==> config.mk <==
export PLATFORM = sky130hd
export DESIGN_NAME = chfilt_coef_ctrl
export DESIGN_NICKNAME = d
export VERILOG_FILES = /design/src/rtl/chfilt_coef_ctrl.sv
export SDC_FILE = /design/constraint.sdc
export NUM_CORES = 1
export LEC_CHECK = 0
export ABC_AREA = 1
export BUFFER_PORTS_ARGS = -buffer_cell sky130_fd_sc_hd__buf_2
export CORE_MARGIN = 3
export CORE_UTILIZATION = 45
export CTS_CLUSTER_DIAMETER = 100
export DETAILED_ROUTE_END_ITERATION = 7
export PLACE_DENSITY = 0.74
export SLEW_MARGIN = 5
export SYNTH_ARGS = -nofsm -noshare
export SYNTH_HDL_FRONTEND = slang
export SYNTH_SLANG_ARGS = --single-unit
==> constraint.sdc <==
create_clock -name clk -period 2.1 [get_ports clk]
set_input_delay 0.105 -clock clk [delete_from_list [all_inputs] [get_ports clk]]
set_output_delay 0.105 -clock clk [all_outputs]
set_load 0.005 [all_outputs]
==> src/rtl/chfilt_coef_ctrl.sv <==
// Channel-filter coefficient controller: host shadow bank, commit/strobe-synchronised tap load.
// Optional readback port enabled by defining COEF_READBACK_EN.
module chfilt_coef_ctrl #(
   parameter int NUM_COEF = 17,
   parameter int NBT_COEF = 8,
   parameter int NB_ADDR  = 5
) (
   input  logic                clk,
   input  logic                i_reset,
   input  logic                i_wr_valid,
   output logic                o_wr_ready,
   input  logic [NB_ADDR-1:0]  i_wr_addr,
   input  logic [NBT_COEF-1:0] i_wr_data,
   input  logic                i_commit,
   input  logic                i_sym_strobe,
   output logic                o_coef_we,
   output logic [NB_ADDR-1:0]  o_coef_addr,
   output logic [NBT_COEF-1:0] o_coef_data,
   output logic                o_busy,
   output logic                o_done,
   output logic                o_err
`ifdef COEF_READBACK_EN
   ,
   input  logic [NB_ADDR-1:0]  i_rd_addr,
   output logic [NBT_COEF-1:0] o_rd_data
`endif
);

   localparam logic [NB_ADDR-1:0] LAST_TAP = NB_ADDR'(NUM_COEF - 1);

   typedef enum logic [1:0] {
      IDLE,
      ARMED,
      LOAD,
      DONE
   } state_t;

   state_t               state;
   state_t               state_next;
   logic [NBT_COEF-1:0]  shadow [NUM_COEF];
   logic [NB_ADDR-1:0]   tap_cnt;
   logic [NB_ADDR-1:0]   tap_cnt_next;
   logic                 wr_legal;
   logic                 wr_en;
   logic                 we_next;
   logic [NB_ADDR-1:0]   addr_next;
   logic [NBT_COEF-1:0]  data_next;
   logic                 done_next;
   logic                 busy_next;
   logic                 ready_next;
   logic                 err_next;

   assign wr_legal = (i_wr_addr <= LAST_TAP);

   // Writes are only accepted in IDLE, so the shadow bank is already frozen
   // from the strobe until the load completes; no separate snapshot is kept.
   always_ff @(posedge clk or negedge i_reset) begin
      if (!i_reset) begin
         for (int unsigned i = 0; i < NUM_COEF; i++) begin
            shadow[i] <= '0;
         end
      end else if (wr_en) begin
         shadow[i_wr_addr] <= i_wr_data;
      end
   end

   always_ff @(posedge clk or negedge i_reset) begin
      if (!i_reset) begin
         state       <= IDLE;
         tap_cnt     <= '0;
         o_coef_we   <= 1'b0;
         o_coef_addr <= '0;
         o_coef_data <= '0;
         o_busy      <= 1'b0;
         o_done      <= 1'b0;
         o_err       <= 1'b0;
         o_wr_ready  <= 1'b1;
      end else begin
         state       <= state_next;
         tap_cnt     <= tap_cnt_next;
         o_coef_we   <= we_next;
         o_coef_addr <= addr_next;
         o_coef_data <= data_next;
         o_busy      <= busy_next;
         o_done      <= done_next;
         o_err       <= err_next;
         o_wr_ready  <= ready_next;
      end
   end

   always_comb begin
      state_next   = state;
      tap_cnt_next = tap_cnt;
      wr_en        = 1'b0;
      we_next      = 1'b0;
      addr_next    = '0;
      data_next    = '0;
      done_next    = 1'b0;
      err_next     = o_err;

      case (state)
         IDLE: begin
            if (i_wr_valid) begin
               if (wr_legal) begin
                  wr_en = 1'b1;
               end else begin
                  err_next = 1'b1;
               end
            end
            if (i_commit) begin
               state_next = ARMED;
            end
         end

         ARMED: begin
            if (i_commit) begin
               err_next = 1'b1;
            end
            if (i_sym_strobe) begin
               state_next   = LOAD;
               tap_cnt_next = '0;
               we_next      = 1'b1;
               data_next    = shadow[0];
            end
         end

         LOAD: begin
            if (i_commit) begin
               err_next = 1'b1;
            end
            // tap_cnt holds the tap currently on the outputs; it saturates at the last tap
            if (tap_cnt == LAST_TAP) begin
               state_next = DONE;
               done_next  = 1'b1;
            end else begin
               tap_cnt_next = tap_cnt + 1'b1;
               we_next      = 1'b1;
               addr_next    = tap_cnt_next;
               data_next    = shadow[tap_cnt_next];
            end
         end

         DONE: begin
            if (i_commit) begin
               err_next = 1'b1;
            end
            state_next = IDLE;
         end

         default: begin
            state_next = IDLE;
         end
      endcase

      busy_next  = (state_next == ARMED) || (state_next == LOAD);
      ready_next = (state_next == IDLE);
   end

`ifdef COEF_READBACK_EN
   always_ff @(posedge clk or negedge i_reset) begin
      if (!i_reset) begin
         o_rd_data <= '0;
      end else if (i_rd_addr <= LAST_TAP) begin
         o_rd_data <= shadow[i_rd_addr];
      end else begin
         o_rd_data <= '0;
      end
   end
`endif

endmodule

=== Word-level counts from Yosys, hierarchy flattened ===
Cells that the tools add are included.

* Memories: 0
* Latch bits: 0
* Output and inout bits: 18
* ROM bits: 0
* Register bits after elaboration: 161
* Bits in writable memories: 0

* Add/sub/neg operators: 1
* Multiply operators: 0
* Order comparisons: 4
* Reductions and logical operators: 8
* Divide/modulo/power cells: 0
* Bitwise gates (word level): 2
* Mux-type cells: 30
* Shifts and indexed selects: 0
* Equal/unequal tests: 11

{| class="wikitable"
|+ Operators by type and width
! kind !! number
|-
| 136-bit bitwise mux || 1
|-
| 8-bit binary-select mux with 5-bit select || 1
|-
| 8-bit demux with 5-bit select || 1
|-
| 8-bit 2-to-1 mux || 5
|-
| 5-bit 2-to-1 mux || 4
|-
| 8-bit case mux with 2 select lines || 1
|-
| 6-bit >= comparator (second input constant) || 2
|-
| 5-bit NOT with 6-bit output || 2
|-
| 1-bit 2-to-1 mux || 10
|-
| 5-bit case mux with 2 select lines || 1
|-
| 2-bit != test (second input constant) || 4
|-
| 2-bit case mux with 4 select lines || 1
|-
| 2-bit == test (second input constant) || 3
|-
| 6-bit by 1-bit less-than comparator with 1-bit output (second input constant) || 1
|-
| 2-bit 2-to-1 mux || 3
|-
| 3-bit AND reduction || 2
|-
| 5-bit by 1-bit adder with 5-bit output (second input constant) || 1
|-
| 5-bit == test (second input constant) || 1
|-
| 5-bit less-or-equal comparator (second input constant) || 1
|-
| 2-bit by 1-bit == test with 1-bit output (second input constant) || 2
|-
| 2-bit zero test || 2
|-
| 1-bit case mux with 2 select lines || 2
|-
| 3-bit OR reduction || 1
|-
| 2-bit by 1-bit != test with 1-bit output (second input constant) || 1
|-
| 3 further kinds || 3
|}

=== Longest topological paths before layout ===
Gate-level depths: netlist (run 1).

* Depth in word-level cells: 7
* Gate-level depth with buffers: 13

=== Worst setup path after synthesis (run 1) ===
No wires, ideal clock.

* Path kind: register to register
* From: register tap_cnt[0]
* To: register o_coef_data[1]
* Setup time: 0.079 ns
* Path buffers: 4
* Path slack: -0.152 ns
* Cell stages (with the launch flop): 14
* Arrival time: 2.173 ns
* Required time: 2.021 ns
* Clock period less this slack: 2.252 ns
* Path through: dfrtp_1 inv_1 buf_2 buf_1 ha_1 clkbuf_1 inv_1 buf_1 nand2_1 nand3_1 nand3_1 nand3_1 nand2_1 a21oi_1

* Word-level cells in the longest chain between the ends: 7

{| class="wikitable"
|+ Ends and longest elaborated chain
! item !! line !! RTL
|-
| start: declaration || 41 || <nowiki>logic [NB_ADDR-1:0] tap_cnt;</nowiki>
|-
| start signal: assignment || 80 || <nowiki>tap_cnt <= tap_cnt_next;</nowiki>
|-
| 5-bit by 1-bit adder with 5-bit output || 136 || <nowiki>tap_cnt_next = tap_cnt + 1'b1;</nowiki>
|-
| 5-bit NOT with 6-bit output (not written as such) || 139 || <nowiki>data_next = shadow[tap_cnt_next];</nowiki>
|-
| 8-bit binary-select mux with 5-bit select || 139 ||
|-
| 8-bit 2-to-1 mux (not written as such) (2 in a row) || 139 ||
|-
| 8-bit 2-to-1 mux * || 132 || <nowiki>if (tap_cnt == LAST_TAP) begin</nowiki>
|-
| 8-bit case mux with 2 select lines * || 101 || <nowiki>case (state)</nowiki>
|-
| named net data_next[1] || 47 || <nowiki>logic [NBT_COEF-1:0] data_next;</nowiki>
|-
| end signal: assignment || 83 || <nowiki>o_coef_data <= data_next;</nowiki>
|-
| end: declaration || 18 || <nowiki>output logic [NBT_COEF-1:0] o_coef_data,</nowiki>
|}

Mark *: on every way through the listed nets, which the timed path passes. The rest lies on a longest branch. The select of a mux whose other input is x is not followed.
A chain may end at the register's enable or synchronous reset.

=== Worst setup path after layout (run 1) ===
* From: register tap_cnt[0]
* To: register o_coef_data[7]

The elaborated chain is that of the path after synthesis.

==> results of run 1 <==
==> path summary, 6_finish.rpt <==
kind	startpoint	endpoint	slack [ps]	depth (start not counted)
setup / recovery	tap_cnt[0]	o_coef_data[7]	190	9
hold / removal	i_reset	shadow[41]	160	2
setup reg to reg	tap_cnt[0]	o_coef_data[7]	190	9
hold reg to reg	shadow[68]	shadow[68]	480	2
max in group asynchronous	i_reset	tap_cnt[0]	1220	3
min in group clk	i_wr_addr[2]	shadow[35]	180	3
==> per-layer routing <==
layer  vias up  global-route usage  routed length (µm)
met2       211               0.318                9020
li1       3259                   -                   -
met5         -                   0                   0
met3        31              0.0514                1270
met4         0              0.0844                 558
met1      3117               0.311                9410
==> report_power, final <==
| group | total, W | leakage [nW] | switching, W | internal, W |
|---|---|---|---|---|
| registers | 0.00398 | 2.17 | 0.000290 | 0.00369 |
| clock network | 0.00312 | 0.286 | 0.00126 | 0.00186 |
| logic | 0.00268 | 1.99 | 0.00179 | 0.000891 |
| total | 0.00978 | 4.45 | 0.00334 | 0.00644 |
==> worst max-delay path, stage by stage, from the launching register on <==
cell and delay [ps]:
dfrtp_2 430, inv_2 80, buf_4 480, nand2_1 120, nand3_1 110, nand3_1 140, nand3_1 190, nand3_1 100
nand2_1 70, a21oi_1 60
==> synth_stat cells (all sizes together) <==
| cell | instances | area, µm² |
|---|---|---|
| nand2 | 373 | 1480 |
| dfrtp | 160 | 4000 |
| o21ai | 144 | 721 |
| nand3 | 105 | 551 |
| inv | 101 | 379 |
| buf | 36 | 283 |
| nor2 | 25 | 109 |
| a21oi | 18 | 90.1 |
| clkbuf | 18 | 77.6 |
| nor3 | 8 | 40.0 |
| ha | 6 | 75.1 |
| xor2 | 4 | 57.6 |
| clkinv | 2 | 7.51 |
| nand4 | 2 | 27.5 |
| or2 | 2 | 12.5 |
| a32oi | 1 | 8.76 |
| dfstp | 1 | 26.3 |
| nand3b | 1 | 7.51 |
| o22ai | 1 | 6.26 |
| xnor2 | 1 | 16.3 |
==> cell type report <==
class                   count  area (µm²)  share of cell area
clock buffers              18         429              0.0477
flip-flops and latches    161        4030               0.448
repair buffers             65         512              0.0568
clock inverters            14         164              0.0182
well taps                 225         282              0.0313
multi-input cells         691        3200               0.355
inverters                 103         387              0.0429
diodes                      1        2.50            0.000278
==> cell families (layout without fill, tap and decap cells) <==
family,Yosys count,in the layout,synth area share
and+or+nand+nor,516,516,0.279
AOI/OAI and AO/OA,164,164,0.104
DFF,161,161,0.505
buffers and inverters,157,200,0.0937
adders and majority gates,6,6,0.00941
xor gates and xnor gates,5,5,0.00926
other,0,1,0
==> sequential cells by signal, indices dropped and copies added (netlist names) <==
signal	count
o_done	1
o_coef_data	8
o_coef_addr	5
o_err	1
o_wr_ready	1
o_coef_we	1
tap_cnt	5
state	2
shadow	136
o_busy	1
==> what timing repair did <==
action,in CTS,in global routing
buffers inserted,0,0
endpoints found under the hold margin,101,0
hold buffers,12,0
==> through the flow <==
stage	hold slack [ps]	worst slack [ps]	util	total power [W]
finish	157	187	0.521	0.00978
global route	193	10.1	0.520	0.0104
CTS	165	233	0.520	0.00982
detailed placement	40.1	262	0.479	0.00663
global placement	38.0	267	0.479	0.00658
floorplan	-191	38.3	-	0.00585
==> results.sh, run 1 <==
export IMPL_post_dp_cell_area_mm2=0.00829
export IMPL_min_period_ps=1910
export IMPL_power_per_cell_area_mw_per_mm2=1090
export IMPL_report_final_slew_viol_count=0
export IMPL_fmax_mhz=523
export IMPL_crit_type="flip-flop to flip-flop"
export IMPL_synth_cell_area_mm2=0.00797
export IMPL_drv_cap=0
export IMPL_worst_pin_slew_ps=818
export IMPL_antenna_left=0
export IMPL_finalSetupViolCount=0
export IMPL_cts_sinks=161
export IMPL_drc=0
export IMPL_cp_start_kind="flip-flop"
export IMPL_cp_max_fo=53
export IMPL_nNetsFinal=1063
export IMPL_mostFrequentLayoutCells="nand2_1 (363), dfrtp_1 (159), nand3_1 (100)"
export IMPL_num_fill_cells=1604
export IMPL_via_per_inst=5.18
export IMPL_stdcell_count=1278
export IMPL_cts_buffers=17
export IMPL_dpl_hpwl_mm=12.8
export IMPL_globalplace_congestion=0.901
export IMPL_cellLeakagePower_nw=4.45
export IMPL_tritoncts="built"
export IMPL_path_clk_slew_ps=60
export IMPL_drt_pass1_iterations=6
export IMPL_yosysWarnings=0
export IMPL_die_h_um=139
export IMPL_ys_seq_area_frac=0.505
export IMPL_synthCells=1009
export IMPL_synth_distinct_cells=32
export IMPL_final_common_cell="nand2_1"
export IMPL_end_kind="flip-flop"
export IMPL_cts_root_buf="clkbuf_16"
export IMPL_routed_wl_mm=20.3
export IMPL_critPathRequiredTime_ps=2410
export IMPL_io_buffer_count=35
export IMPL_initial_core_util=0.461
export IMPL_hold_class="input pin to async pin"
export IMPL_grt_total_usage=0.216
export IMPL_cts_repair_resized=0
export IMPL_clock_latency_ps=430
export IMPL_coreArea_mm2=0.0173
export IMPL_antenna_found_initial=0
export IMPL_synthesis_nets=1033
export IMPL_vias=6618
export IMPL_ys_seq_elements=161
export IMPL_wl_per_cell_um=15.8
export IMPL_num_rows=48
export IMPL_slew_headroom=0.454
export IMPL_grt_pass1_vias=6302
export IMPL_place_inst=1233
export IMPL_period_share=0.911
export IMPL_die_x_um=139
export IMPL_syn_avg_cell_area_um2=7.90
export IMPL_fin_worst_skew_ps=8.09
export IMPL_layout_drive_gt1_share=0.107
export IMPL_grt_pass1_wl_mm=33.4
export IMPL_drtIter0Drc=846
export IMPL_fin_tns_setup_ps=0
export IMPL_rsz0062_at_grt="false"
export IMPL_ioPinCount=36
export IMPL_ir_drop_mv=0.641
export IMPL_hold_violations=0
export IMPL_arrival_ps=2220
export IMPL_status="finished, final reports clean"
export IMPL_gr_total_overflow=0
export IMPL_grt_max_degree=71
export IMPL_dieArea_mm2=0.0194
export IMPL_htree_levels=4
export IMPL_design_area_mm2=0.00900
export IMPL_clk_path_buf_depth=2
export IMPL_syn_to_final_growth_pct=12.9
Power figures use the tool's default switching activity.
==> inputs of run 2 (changes only) <==
--- a/config.mk
+++ b/config.mk
@@ -7,9 +7,8 @@
 export LEC_CHECK = 0
 export ABC_AREA = 1
 export BUFFER_PORTS_ARGS = -buffer_cell sky130_fd_sc_hd__buf_2
-export CORE_MARGIN = 3
+export CORE_MARGIN = 5
 export CORE_UTILIZATION = 45
-export CTS_CLUSTER_DIAMETER = 100
 export DETAILED_ROUTE_END_ITERATION = 7
 export PLACE_DENSITY = 0.74
 export SLEW_MARGIN = 5
==> results.sh, run 2 (synthesis results as in run 1) <==
export IMPL_clk_path_buf_depth=2
export IMPL_fin_worst_skew_ps=6.23
export IMPL_cts_setup_buffers=0
export IMPL_vias=6700
export IMPL_gr_total_overflow=0
export IMPL_reg2reg_to="o_coef_data[1]"
export IMPL_cellLeakagePower_nw=4.48
export IMPL_htree_levels=4
export IMPL_grt_pass1_vias=6402
export IMPL_cts_sinks=161
export IMPL_antenna_cells=0
export IMPL_cp_start_kind="flip-flop"
export IMPL_crit_type="flip-flop to flip-flop"
export IMPL_cts_root_buf="clkbuf_16"
export IMPL_critPathMostFrequentCell="nand3_1"
export IMPL_period_share=0.927
export IMPL_hold_class="input pin to flip-flop"
export IMPL_drt_pass1_iterations=5
export IMPL_reg2reg_depth=9
export IMPL_die_x_um=143
export IMPL_wl_per_cell_um=15.9
export IMPL_fin_tns_setup_ps=0
export IMPL_min_period_ps=1950
export IMPL_largest_register="shadow"
export IMPL_layout_drive_gt1_share=0.110
export IMPL_reg_top3="shadow x136, o_coef_data x8"
export IMPL_whs_endpoint="shadow[38]"
export IMPL_critPathRequiredTime_ps=2440
export IMPL_syn_to_final_growth_pct=13.5
export IMPL_report_final_slew_viol_count=0
export IMPL_via_per_inst=5.23
export IMPL_fmax_mhz=513
export IMPL_path_clk_slew_ps=60
export IMPL_antenna_left=0
export IMPL_slowest_delay_ps=390
export IMPL_worstHoldPathCells=3
export IMPL_largest_register_ffs=136
export IMPL_critPathSlowestCell="dfrtp_1"
export IMPL_slew_headroom=0.452
export IMPL_cp_max_fo=20
export IMPL_r2r_start="tap_cnt[1]"
export IMPL_coreArea_mm2=0.0174
export IMPL_finalSetupViolCount=0
export IMPL_final_common_cell="nand2_1"
export IMPL_antenna_found_initial=3
export IMPL_initial_core_util=0.459
export IMPL_status="finished, final reports clean"
export IMPL_die_h_um=143
export IMPL_grt_pass1_wl_mm=33.5
export IMPL_hold_violations=0
export IMPL_arrival_ps=2290
export IMPL_ioPinCount=36
export IMPL_power_per_cell_area_mw_per_mm2=1100
export IMPL_nNetsFinal=1069
export IMPL_reg2reg_slack_ps=150
export IMPL_routed_wl_mm=20.3
export IMPL_ir_drop_mv=0.588
export IMPL_io_buffer_count=35
export IMPL_drtIter0Drc=771
export IMPL_cts_buffers=17
export IMPL_min_from="i_wr_addr[3]"
export IMPL_power_total_w=0.00999
export IMPL_cp_cell_sequence="inv_1, ha_1, buf_4, nand3_1, nand3_1, nand3_1, nand3_1, nand2_1, a21oi_1"
export IMPL_tritoncts="built"
export IMPL_rsz0062_at_grt="false"
export IMPL_drv_cap=0
export IMPL_drc=0
export IMPL_mostFrequentLayoutCells="nand2_1 (363), dfrtp_1 (159), nand3_1 (100)"
export IMPL_globalplace_congestion=0.896
export IMPL_grt_total_usage=0.210
export IMPL_dieArea_mm2=0.0205
export IMPL_crit_path_start="tap_cnt[1]"
export IMPL_clock_latency_ps=430
export IMPL_end_kind="flip-flop"
export IMPL_num_rows=48
export IMPL_num_fill_cells=1605
export IMPL_grt_max_degree=75
export IMPL_dpl_hpwl_mm=13.1
export IMPL_worst_pin_slew_ps=821
## run 2: per-layer routing
layer | vias to the layer above | global-route usage | share of wire
met5 | - | 0 | 0.0014
met1 | 3159 | 0.296 | 0.45
met3 | 52 | 0.0482 | 0.073
li1 | 3256 | - | -
met2 | 227 | 0.313 | 0.44
met4 | 6 | 0.0855 | 0.033
## run 2: what timing repair did
action,CTS,global route
hold endpoints to repair,60,0
resized for setup,0,0
hold buffers,12,0
## run 2: how the worst max path moves through the flow
stage	to	slack, ps	depth (start not counted)
2_1_floorplan	o_coef_data[1]	40	12
3_3_place_gp	o_coef_data[7]	250	10
3_5_place_dp	shadow[65]	220	7
4_1_cts	o_coef_data[1]	170	9
5_1_grt	o_coef_data[5]	9	9
6_report	o_coef_data[1]	150	9
## run 2: cell type report
type                    instances  area (µm²)  area share
flip-flops and latches        161        4030       0.445
well taps                     225         282      0.0311
repair buffers                 71         532      0.0588
clock inverters                11         189      0.0209
inverters                     103         387      0.0427
clock buffers                  19         433      0.0478
multi-input cells             691        3200       0.353
## run 2: worst max-delay path, delay by kind of cell (launching register included)
| kind | cells | cell delay (ps) |
|---|---|---|
| and+or+nand+nor | 5 | 620 |
| adders and majority gates | 1 | 340 |
| DFF | 1 | 390 |
| AOI/OAI and AO/OA | 1 | 150 |
| buffers and inverters | 2 | 350 |
## run 2: power breakdown
group          switching (W)  leakage [nW]  total, W  internal, W
clock                0.00123         0.299   0.00332      0.00209
combinational        0.00178          2.01   0.00268     0.000904
sequential          0.000299          2.17   0.00399      0.00369
## run 2: through the flow
stage | utilization | hold WS [ps] | std cells | setup WS (ps) | cell area (µm²)
after floorplan | - | -191 | 1009 | 38.3 | 7980
after global placement | 0.479 | 99.3 | 1239 | 249 | 8310
after detailed placement | 0.479 | 99.0 | 1239 | 220 | 8310
after CTS | 0.521 | 185 | 1281 | 168 | 9050
after global routing | 0.521 | 217 | 1281 | 9.47 | 9050
final | 0.521 | 197 | 1281 | 153 | 9050
==> inputs of run 3 (changes only) <==
--- a/config.mk
+++ b/config.mk
@@ -11,6 +11,7 @@
 export CORE_UTILIZATION = 45
 export DETAILED_ROUTE_END_ITERATION = 7
 export PLACE_DENSITY = 0.74
+export REMOVE_ABC_BUFFERS = 1
 export SLEW_MARGIN = 5
 export SYNTH_ARGS = -nofsm -noshare
 export SYNTH_HDL_FRONTEND = slang
==> results.sh, run 3 (synthesis results as in run 1) <==
export IMPL_status="finished, final reports clean"
export IMPL_slowest_delay_ps=420
export IMPL_power_total_w=0.00974
export IMPL_ir_drop_mv=0.760
export IMPL_io_buffer_count=35
export IMPL_cts_setup_buffers=0
export IMPL_grt_pass1_vias=6511
export IMPL_num_rows=48
export IMPL_wl_met2_mm=9.85
export IMPL_period_share=0.925
export IMPL_cp_max_fo=17
export IMPL_finalSetupViolCount=0
export IMPL_seq_power_share=0.410
export IMPL_reg2reg_depth=10
export IMPL_globalplace_congestion=0.864
export IMPL_cp_start_kind="flip-flop"
export IMPL_antenna_left=0
export IMPL_worst_pin_slew_ps=838
export IMPL_power_per_cell_area_mw_per_mm2=1090
export IMPL_critPathCapture="o_coef_data[3]"
export IMPL_power_share_clock=0.313
export IMPL_coreArea_mm2=0.0174
export IMPL_layout_drive_gt1_share=0.107
export IMPL_die_x_um=143
export IMPL_p_sw_w=0.00340
export IMPL_critPathRequiredTime_ps=2450
export IMPL_fmax_mhz=515
export IMPL_grt_max_degree=75
export IMPL_hold_violations=0
export IMPL_r2r_start="tap_cnt[0]"
export IMPL_drtIter0Drc=666
export IMPL_via_per_inst=5.21
export IMPL_critPathMostFrequentCell="nand3_1"
export IMPL_drt_pass1_iterations=6
export IMPL_reg_top3="shadow x136, o_coef_data x8"
export IMPL_grt_pass1_wl_mm=34.2
export IMPL_drc=0
export IMPL_cts_buffers=17
export IMPL_largest_register="shadow"
export IMPL_wl_met3_mm=1.38
export IMPL_crit_type="flip-flop to flip-flop"
export IMPL_gr_total_overflow=0
export IMPL_end_kind="flip-flop"
export IMPL_clk_path_buf_depth=2
export IMPL_min_period_ps=1940
export IMPL_dr_max_layer_used="met4"
export IMPL_fin_tns_setup_ps=0
export IMPL_hold_class="input pin to flip-flop"
export IMPL_nNetsFinal=1064
export IMPL_met1_length_mm=9.00
export IMPL_routed_wl_mm=20.9
export IMPL_largest_register_ffs=136
export IMPL_mostFrequentLayoutCells="nand2_1 (363), dfrtp_1 (159), nand3_1 (100)"
export IMPL_htree_levels=4
export IMPL_antenna_cells=0
export IMPL_syn_to_final_growth_pct=12.6
export IMPL_grt_total_usage=0.214
export IMPL_design_area_mm2=0.00898
export IMPL_rsz0062_at_grt="false"
export IMPL_cts_root_buf="clkbuf_16"
export IMPL_swShare=0.349
export IMPL_fin_worst_skew_ps=9.12
export IMPL_die_h_um=143
export IMPL_drv_cap=0
export IMPL_antenna_found_initial=0
export IMPL_initial_core_util=0.459
export IMPL_reg2reg_to="o_coef_data[3]"
export IMPL_critPathSlowestCell="dfrtp_2"
export IMPL_wl_per_cell_um=16.4
export IMPL_clock_latency_ps=430
export IMPL_internal_power_w=0.00635
export IMPL_crit_path_start="tap_cnt[0]"
export IMPL_post_dp_cell_area_mm2=0.00827
export IMPL_dieArea_mm2=0.0205
export IMPL_cellLeakagePower_nw=4.45
export IMPL_vias=6660
export IMPL_p_comb_frac=0.277
export IMPL_arrival_ps=2290
export IMPL_final_common_cell="nand2_1"
export IMPL_slew_headroom=0.441
export IMPL_dpl_hpwl_mm=13.4
export IMPL_report_final_slew_viol_count=0
export IMPL_path_clk_slew_ps=70
export IMPL_ioPinCount=36
export IMPL_cts_sinks=161
export IMPL_cp_cell_sequence="inv_2, ha_1, inv_1, buf_6, nand3_1, nand3_1, nand3_1, nand3_1, nand2_1, a21oi_1"
export IMPL_tritoncts="built"
export IMPL_reg2reg_slack_ps=160
-- run 3: final cells by class --
class / count / area, µm²
tap: 225 / 282
sequential: 161 / 4030
timing repair buffer: 66 / 502
multi-input combinational: 691 / 3200
clock buffer: 24 / 502
clock inverter: 8 / 76.3
inverter: 103 / 387
fill: 1601 / 8380
-- run 3: repair_timing --
action	in CTS	in global routing
setup endpoints to repair	0	2
hold buffers	12	0
gates resized for setup	0	2
endpoints found under the hold margin	61	0
-- run 3: how the worst min path moves through the flow --
stage	slack, ps	cells past startpoint	startpoint	to
6_report	170	3	i_wr_addr[2]	shadow[37]
3_5_place_dp	100	1	i_reset	o_coef_addr[4]
4_1_cts	160	3	i_wr_addr[3]	shadow[37]
2_1_floorplan	-190	0	i_reset	o_busy
5_1_grt	190	3	i_wr_addr[2]	shadow[33]
3_3_place_gp	90	1	i_reset	o_coef_addr[4]
-- run 3: power groups by stage --
stage / sequential [W] / clock, W / combinational [W]
after detailed placement: 0.00404 / 0 / 0.00263
after floorplan: 0.00404 / 0 / 0.00166
after global routing: 0.00406 / 0.00319 / 0.00304
after global placement: 0.00402 / 0 / 0.00257
final: 0.00400 / 0.00305 / 0.00270
after CTS: 0.00399 / 0.00307 / 0.00267
-- run 3: per-stage QoR --
stage	hold slack (ps)	instances	setup WS [ps]	util
final	171	1278	159	0.517
after global routing	193	1278	34.5	0.517
after CTS	157	1278	156	0.517
after detailed placement	101	1234	213	0.476
after global placement	94.9	1234	240	0.476
after floorplan	-191	955	-2770	-
-- run 3: routing by layer --
metal | GRT usage | vias up
met2 | 0.342 | 231
met3 | 0.0496 | 51
met1 | 0.279 | 3118
met5 | 0 | -
met4 | 0.0930 | 0
li1 | - | 3260
-- run 3: critical path: cells and delay by family, from the launching register on --
kind / cells / cell delay (ps)
DFF: 1 / 420
and+or+nand+nor: 5 / 550
buffers and inverters: 3 / 420
adders and majority gates: 1 / 330
AOI/OAI and AO/OA: 1 / 120
